==> src/rtl/imem_loader.sv <==
// -----------------------------------------------------------------------------
// imem_loader
//   Serial program loader for the instruction memory. It takes a framed byte
//   stream made of a word count N, then 4N big-endian payload bytes, then an
//   XOR checksum byte. Every four payload bytes are assembled into one 32-bit
//   word, which is written to a word-aligned address. The processor is held
//   (busy) for the whole frame.
//
//   Ports:
//     clk, reset          rising-edge clock, async active-low reset
//     start               one-cycle pulse that begins a new frame
//     in_valid/in_data    byte source; a byte moves when in_valid && in_ready
//     in_ready            loader is accepting bytes (equal to busy)
//     wr_en/wr_addr/wr_data  one-cycle word write strobe, address 4*k
//     busy                frame in progress
//     done / error        sticky result of the last frame
//
//   state  | meaning
//   -------+-----------------------------------------------------------
//   IDLE   | after reset, waiting for start
//   COUNT  | waiting for the word-count byte N
//   DATA   | receiving 4N payload bytes and emitting words
//   CHECK  | waiting for the checksum byte
//   DONE   | frame accepted, done=1, waiting for start
//   ERROR  | frame rejected, error=1, waiting for start
// -----------------------------------------------------------------------------
module imem_loader #(
    parameter int MEM_BYTES = 72,
    parameter int ADDR_W    = 32
) (
    input  logic              clk,
    input  logic              reset,
    input  logic              start,
    input  logic              in_valid,
    input  logic [7:0]        in_data,
    output logic              in_ready,
    output logic              wr_en,
    output logic [ADDR_W-1:0] wr_addr,
    output logic [31:0]       wr_data,
    output logic              busy,
    output logic              done,
    output logic              error
);

    localparam int         MAX_WORDS = MEM_BYTES / 4;
    localparam int         CNT_W     = $clog2(MAX_WORDS + 1);
    localparam logic [7:0] MAX_N     = 8'(MAX_WORDS);

    typedef enum logic [2:0] {
        S_IDLE,
        S_COUNT,
        S_DATA,
        S_CHECK,
        S_DONE,
        S_ERROR
    } state_t;

    state_t           state;
    logic [CNT_W-1:0] words_left;
    logic [CNT_W-1:0] word_idx;
    logic [1:0]       byte_idx;
    logic [7:0]       xor_sum;
    logic [23:0]      word_reg;
    logic             accept;

    assign accept = in_valid && in_ready;

    always_ff @(posedge clk or negedge reset) begin
        if (!reset) begin
            state      <= S_IDLE;
            words_left <= '0;
            word_idx   <= '0;
            byte_idx   <= '0;
            xor_sum    <= '0;
            word_reg   <= '0;
            in_ready   <= 1'b0;
            busy       <= 1'b0;
            wr_en      <= 1'b0;
            wr_addr    <= '0;
            wr_data    <= '0;
            done       <= 1'b0;
            error      <= 1'b0;
        end else begin
            wr_en <= 1'b0;
            case (state)
                S_IDLE, S_DONE, S_ERROR: begin
                    if (start) begin
                        state    <= S_COUNT;
                        busy     <= 1'b1;
                        in_ready <= 1'b1;
                        done     <= 1'b0;
                        error    <= 1'b0;
                        byte_idx <= '0;
                        word_idx <= '0;
                        xor_sum  <= '0;
                    end
                end
                S_COUNT: begin
                    if (accept) begin
                        if (in_data == 8'd0 || in_data > MAX_N) begin
                            state    <= S_ERROR;
                            error    <= 1'b1;
                            busy     <= 1'b0;
                            in_ready <= 1'b0;
                        end else begin
                            words_left <= in_data[CNT_W-1:0];
                            state      <= S_DATA;
                        end
                    end
                end
                S_DATA: begin
                    if (accept) begin
                        word_reg <= {word_reg[15:0], in_data};
                        xor_sum  <= xor_sum ^ in_data;
                        byte_idx <= byte_idx + 2'd1;
                        if (byte_idx == 2'd3) begin
                            // word complete: strobe it out on the next cycle
                            wr_en      <= 1'b1;
                            wr_addr    <= ADDR_W'({word_idx, 2'b00});
                            wr_data    <= {word_reg, in_data};
                            word_idx   <= word_idx + CNT_W'(1);
                            words_left <= words_left - CNT_W'(1);
                            if (words_left == CNT_W'(1)) begin
                                state <= S_CHECK;
                            end
                        end
                    end
                end
                S_CHECK: begin
                    if (accept) begin
                        busy     <= 1'b0;
                        in_ready <= 1'b0;
                        if (in_data == xor_sum) begin
                            state <= S_DONE;
                            done  <= 1'b1;
                        end else begin
                            state <= S_ERROR;
                            error <= 1'b1;
                        end
                    end
                end
                default: begin
                    state    <= S_IDLE;
                    busy     <= 1'b0;
                    in_ready <= 1'b0;
                end
            endcase
        end
    end

endmodule

==> config.mk <==
export PLATFORM = sky130hd
export DESIGN_NAME = imem_loader
export DESIGN_NICKNAME = d
export VERILOG_FILES = /design/src/rtl/imem_loader.sv
export SDC_FILE = /design/constraint.sdc
export NUM_CORES = 1
export LEC_CHECK = 0
export CORE_MARGIN = 8
export CORE_UTILIZATION = 51
export DETAILED_ROUTE_END_ITERATION = 6
export GPL_TIMING_DRIVEN = 0
export HOLD_SLACK_MARGIN = 0.02
export PLACE_DENSITY = 0.75
export SYNTH_ARGS = -nofsm -noshare
export SYNTH_HDL_FRONTEND = slang
export SYNTH_SLANG_ARGS = --single-unit
==> constraint.sdc <==
create_clock -name clk -period 2.61 [get_ports clk]
set_clock_uncertainty 0.15 [all_clocks]
set_input_delay 0.3915 -clock clk [delete_from_list [all_inputs] [get_ports clk]]
set_output_delay 0.3915 -clock clk [all_outputs]
set_load 0.01 [all_outputs]
==> Word-level counts from Yosys, hierarchy flattened <==
Index checks and enable logic that the tools add are counted.
{ "totals": {"regBits": 88, "latch_bits": 0, "ram_bits": 0, "romBits": 0, "input_bits": 12, "out_inout_bits": 69, "wordCells": 95, "mem_count": 0} }
{ "op_classes": {"add_sub_neg": 3, "n_mul": 0, "div_mod_pow": 0, "magnitude_cmp": 1, "eq_ne": 18, "shifts": 0, "mux": 41, "bitwise_logic": 2, "reduce_logical": 18} }
{ "op_table": {"columns": ["operator", "n"], "rows": [
  ["$mux W5", 7],
  ["$mux W3", 7],
  ["$ne A2 B2 Y1 const B", 10],
  ["$pmux W5 S2", 2],
  ["$mux W8", 2],
  ["$pmux W8 S2", 1],
  ["$mux W1", 15],
  ["$pmux W3 S4", 1],
  ["$reduce_and A6 Y1", 2],
  ["$reduce_and A5 Y1", 2],
  ["$eq A8 B8 Y1", 1],
  ["$gt A8 B5 Y1 const B", 1],
  ["$logic_not A8 Y1", 1],
  ["$reduce_and A4 Y1", 2],
  ["$xor A8 B8 Y8", 1],
  ["$eq A3 B2 Y1 const B", 2],
  ["$eq A3 B3 Y1 const B", 2],
  ["$reduce_and A3 Y1", 2],
  ["$reduce_bool A2 Y1", 3],
  ["$add A5 B1 Y5 const B", 1],
  ["$eq A5 B1 Y1 const B", 1],
  ["$sub A5 B1 Y5 const B", 1],
  ["$mux W2", 2],
  ["$pmux W1 S4", 1],
  ["other kinds (13)", 13]
]} }

==> Logic depth before layout (Yosys ltp) <==
{ "depth": {"word_depth": 5, "ltp_mapped": 8, "mapped_depth_nobuf": 6} }

==> Worst setup path after synthesis <==
Ideal clock, no wire load.
{ "synth_timing": {"path_kind": "register to register", "from": "reg state[1]", "to": "reg state[0]", "setup_time_ns": 0.125, "arrival_ns": 1.787, "t_required_ns": 2.335, "path_slack_ns": 0.549, "path_stages_with_launch": 7, "n_path_buf": 1, "period_less_slack_ns": 2.061, "cell_sequence": "dfrtp_1 > buf_6 > or4_4 > a211oi_4 > and2_1 > a311oi_1 > mux2_2"} }
{ "synth_between": {"elab_chain_len": 4, "word_cells_on_any_way": 15, "classes_between": "11 x eq/ne; 1 x mux; 3 x reduce/logical"} }
{ "synth_rtl": {"columns": ["element", "line_no", "rtl"], "rows": [
  ["from (decl)", "58", "state_t state;"],
  ["from (signal assigned)", "70", "state <= S_IDLE;"],
  ["from (signal assigned)", "88", "state <= S_COUNT;"],
  ["from (signal assigned)", "101", "state <= S_ERROR;"],
  ["$eq A3 B3 Y1 or $logic_not A3 Y1 (tied branches)", "85", "case (state)"],
  ["$reduce_or A3 Y1", "85", null],
  ["$ne A2 B2 Y1 (no source line)", null, null],
  ["$reduce_and A6 Y1 (no source line)", null, null]
]} }
Several ways; a longest one is shown, not always the timed one.
A chain may end at the register's enable or synchronous reset.

==> Worst setup path in the final report <==
{ "layout_timing": {"from": "reg state[2]", "to": "reg word_reg[13]"} }
{ "layout_between": {"elab_chain_len": 2} }
{ "layout_rtl": {"columns": ["element", "line_no", "rtl"], "rows": [
  ["$eq A3 B2 Y1", "85", null],
  ["$reduce_and A2 Y1 (no source line)", null, null],
  ["to (signal assigned)", "113", "word_reg <= {word_reg[15:0], in_data};"],
  ["to (decl)", "63", "logic [23:0] word_reg;"]
]} }
Every way passes these cells.

==> run metrics <==
clock sink count=88; DR WL met3=477 um; largest delay contributor family on the critical path=simple AND/OR/NAND/NOR gates; vias post-DR=2858; Synth Register Bits=88; Wirelength per Cell=14.9 um; hold_ws=0.264 ns; total grt overflow=0; top sig layer=met4; Async SR Flop Fraction=1.00; post-synthesis adder-cell area fraction=0.0126; most frequent cells after synthesis=88 x dfrtp_1, 81 x nand2_1, 39 x mux2_2; startpoint types=register; die height=104 um; initial antenna violation count=0; fin nets=474; die outline area=10900 sq um; peak supply drop=0.000415 V; area growth from synthesis to layout=23.4%; clock tree root buffer cell=clkbuf_8; GP Congestion=0.874; Final Hold Viols=0; Slew Limit Fails=0; top-count cell post-synth=dfrtp_1; crit path kind=register to register; final period utilization=0.875; # Post-CTS Setup Buffers=0; worst reg2reg setup slack=0.33 ns; number of synthesized flops with an enable pin=0; Buf/Inv on CP=2; global-route wire length before repair=14500 um; I/O Pins=81; Synth Warn #=0; Tot Pwr=3490 uW; pwr dens=710 nW/um^2; Synth top area share=0.553; Num CTS Buffers=9; largest net degree at the start of global routing=65; starting density of the core=0.520; Max Clk Rate=438 MHz; CP cell instances=or3_1 -> clkbuf_1 -> nor2_2 -> clkbuf_1 -> nand2_1 -> nand2_1; Final Cell Area=4910 sq um; RSZ-0062 raised after global routing=no; min-delay worst type=primary input to register; Cell Rows=32; vias in the first global route=2920; core box area=7650 sq um; Placed Area=4710 sq um; sequential cell area fraction in the yosys report=0.553; CTS tree=done; crit end category=register; Synth area leaders=dfrtp_1 55%, mux2_2 11%, nand2_1 7.6%, buf_4 5.3%, o21ai_0 3.5%; Gate Count Post-Synth=371; slowest stage delay, CP=0.49 ns; IO buf count=48; post-DP HPWL=6060 um; slowest CP cell=dfrtp_1; CP Max Fanout=10; Post-Syn Area=3980 sq um; worst slew pin tran=0.869 ns; met2 WL=4040 um; DR pass1 iterations=5; setup_tns=0 ns; syn avg cell area=10.7 sq um; compound-gate portion of the synthesized area=0.0811; Slew HR=0.418; DRC violations left=0; Die W=104 um; main combinational cell family by area after synthesis=simple AND/OR/NAND/NOR gates; WP data required=2.75 ns; Lkg Pwr=0.00245 uW; post-route ant nets=0; final core utilization=0.642; share of cells above drive strength 1=0.205; Ant. Diodes=0; Max-Cap Viols=0; status=complete, no violations; CTS clock-pin slew for the worst setup and hold paths=0.08 ns; met1 wire length=3740 um; simple-gate share of the synthesized area=0.143; clock latency on the worst-skew pair=0.35 ns; clock period minus worst slack=2.28 ns; Iter 0 DRT Violations=170; GRT Total Usage=0.160; vias per cell=5.06; final setup vio count=0; CTS H-tree lvls=3; Synth area leader=dfrtp_1; Largest register FFs=32; distinct cell type count after synthesis=42; main flop type after synthesis=dfrtp_1; mux cell area share after synthesis=0.110; crit path DAT=2.42 ns; total wire length=8400 um; post-synthesis xor/xnor area fraction=0.0198; Max Root-Sink Buffers=2
cell usage in the layout, fill, tap and decap left out, types with 3 or more instances in the layout:
master and n:
buf_4 29, inv_1 5, nand4_1 3, clkbuf_1 13, dfrtp_1 88, nand2_1 81
ha_1 4, clkbuf_8 9, nor2_1 18, clkdlybuf4s50_1 47, a21oi_1 6, nand3_1 9
xnor2_1 8, buf_2 7, o21ai_0 28, conb_1 27, mux2_2 39, nand2b_1 3
worst register-to-register path, cell delays in order (launching register included):
cell	delay [ns]
dfrtp_1	0.49
or3_1	0.41
clkbuf_1	0.21
nor2_2	0.30
clkbuf_1	0.44
nand2_1	0.15
nand2_1	0.08
area by class of cell:
cell class / count / area [sq um]
fill: 628 / 2740
sequential: 88 / 2200
multi-input combinational: 258 / 1560
timing repair buffer: 50 / 515
buffer: 46 / 294
clock buffer: 12 / 135
tap: 102 / 128
clock inverter: 4 / 55.1
inverter: 5 / 18.8
path summary, 6_finish.rpt:
kind                       cells past startpoint           end    startpoint
setup / recovery                               6  word_reg[13]      state[2]
hold / removal                                 3   word_reg[2]    in_data[2]
setup reg to reg                               6  word_reg[13]      state[2]
hold reg to reg                                2  word_reg[20]  word_reg[20]
max in group asynchronous                      3  word_reg[12]         reset
min in group asynchronous                      2          done         reset
per-layer routing:
metal / global-route usage / vias up
met5: 0 / -
li1: - / 1370
met2: 0.258 / 83
met4: 0.0683 / 0
met1: 0.203 / 1395
met3: 0.0335 / 10
cells by family (layout without fill, tap and decap cells):
group	count (synthesis)	in the layout
AND/OR/NAND/NOR	129	129
flip-flops	88	88
buffers and inverters	51	117
AO/OA/AOI/OAI	50	50
multiplexers	39	39
XOR/XNOR	9	9
adder cells (fa/ha/maj)	4	4
other	1	27
where the power goes:
part           leakage (uW)  internal, uW  switching, uW
combinational       0.00116           341            408
sequential          0.00120          1610            212
clock             0.0000908           448            472
total               0.00245          2390           1090
per-stage QoR:
step	std cells	worst slack, ns
after floorplan	397	0.549
after global placement	547	-2.13
after detailed placement	548	-0.00164
after CTS	565	0.333
after global routing	565	0.156
final	565	0.327
timing repair:
action | in CTS | in global routing
hold endpoints to repair | 24 | 0
hold buffers | 1 | 0
gates resized for setup | 0 | 0
(Power assumes the default switching activity.)
==> variant, RTL diff (config.mk and constraints unchanged) <==
Encoding of `state_t`: now Gray code (3 bits for 6 states).
--- a/src/rtl/imem_loader.sv
+++ b/src/rtl/imem_loader.sv
@@ -49,8 +49,8 @@
     typedef enum logic [2:0] {
-        S_IDLE,
-        S_COUNT,
-        S_DATA,
-        S_CHECK,
-        S_DONE,
-        S_ERROR
+        S_IDLE  = 3'b000,
+        S_COUNT = 3'b001,
+        S_DATA  = 3'b011,
+        S_CHECK = 3'b010,
+        S_DONE  = 3'b110,
+        S_ERROR = 3'b111
     } state_t;
Behaviour: same outputs for any inputs over 10 cycles, from zero or initial values and one cycle with reset low; not proved beyond that.
==> variant against the original RTL <==
Wire length about the same; global-route usage down 0.070 points; clock power up 18%; critical path depth unchanged; maximum frequency down 6.3%; power up 19%; sequential power up 6%; via count up 1.1%; sequential share of layout area down 0.91 points; sequential cell count unchanged; area after synthesis up 0.60%; worst setup slack worse by 150 ps; core utilization up 0.98 points; cell area up 2.1%; highest routed layer unchanged.
==> variant: results (changes against the original RTL) <==
Global route
  • Met1 Use GR: 20.32% (-0.031 points)
  • First-pass GRT wire length: 14.40 mm (-0.43%)
  • Vias in the first global route: 2889 (-1.1%)
  • Met3 Resource Use GR: 5.160% (+1.8 points)

Placed design
  • Final RePlAce weighted congestion: 0.8168 (-6.5%)
  • Detailed-placement wirelength estimate: 6.061 mm (about the same)
  • DP Cell Count: 558 (+1.8%)

Pwr
  • Clock Power: 1.09 mW (+18%)
  • Leakage: 2.457 nW (+0.15%)

Run status
  • Status: completed

Detailed routing
  • Vias per inst: 5.026 (-0.64%)
  • WL final: 8.391 mm (about the same)
  • Pre-Repair DR Iteration Count: 4 (-1)

Cells and area
  • Share of layout cells above drive strength 1: 20.51% (about the same)
  • Nets: 484 (+2.1%)

Critical path
  • Reg2reg end: xor_sum[4]
  • Reg2Reg Setup Slack: 290 ps (-40 ps)
  • Critical Path Fanout Max: 7 (-3)
  • Slowest CP cell: clkdlybuf4s50_1

Synth
  • Gate Count Post-Synth: 377 (+1.6%)
  • Synth Area in Compound Gates: 8.469% (+0.36 points)
  • Sequential area share after synthesis: 55.00% (-0.33 points)
  • Synth cell types: 44 (+4.8%)
  • Multiplexer area fraction after synthesis: 11.25% (+0.22 points)
  • Post-synthesis xor/xnor area fraction: 2.406% (+0.43 points)
variant: cell types whose count changed after synthesis, moves of 3 or more:
cell,change
nand2_1,+5
nand3_1,-7
o21ai_0,-4
o2bb2ai_1,+4
o31ai_1,+3
xor2_1,+3
variant: layout make-up:
type / count / area [µm²] / area share [%]
inverters: 7 / 26.28 / 0.5242
multi-input cells: 265 / 1600 / 31.93
repair buffers: 54 / 548.0 / 10.93
plain buffers: 43 / 272.8 / 5.442
flip-flops and latches: 88 / 2202 / 43.93
well taps: 102 / 127.6 / 2.546
clock buffers: 10 / 137.6 / 2.746
clock inverters: 6 / 97.59 / 1.947
variant: repair_timing:
| item | CTS | global route |
|---|---|---|
| hold buffers | 1 | 0 |
| gates resized for setup | 0 | 0 |
| endpoints found under the setup margin | 0 | 0 |
| hold endpoints to repair | 44 | 0 |
variant: per-stage QoR:
stage | instance area, µm² | setup TNS [ps] | power [mW] | hold WS, ps | setup slack (ps)
finish | 5012 | 0 | 4.164 | 273.5 | 174.4
global route | 5012 | 0 | 4.440 | 326.0 | 80.83
CTS | 5012 | 0 | 4.186 | 268.7 | 192.7
detailed placement | 4767 | -269.7 | 3.094 | 278.3 | -189.4
global placement | 4750 | -189000 | 3.033 | 305.5 | -2152
floorplan | 4101 | 0 | 2.682 | -54.09 | 502.7
variant: worst min-delay path by stage:
stage	cells after the start	end	start
6_report	3	word_reg[0]	in_data[0]
5_1_grt	3	word_reg[0]	in_data[0]
4_1_cts	3	word_reg[0]	in_data[0]
3_3_place_gp	2	word_reg[21]	word_reg[21]
2_1_floorplan	0	busy	reset
3_5_place_dp	1	words_left[2]	reset
variant: worst max-delay path: cells and delay by family:
kind | cells | cell delay, ps
AO/OA/AOI/OAI | 2 | 450
buffers and inverters | 1 | 550
multiplexers | 1 | 350
AND/OR/NAND/NOR | 2 | 780
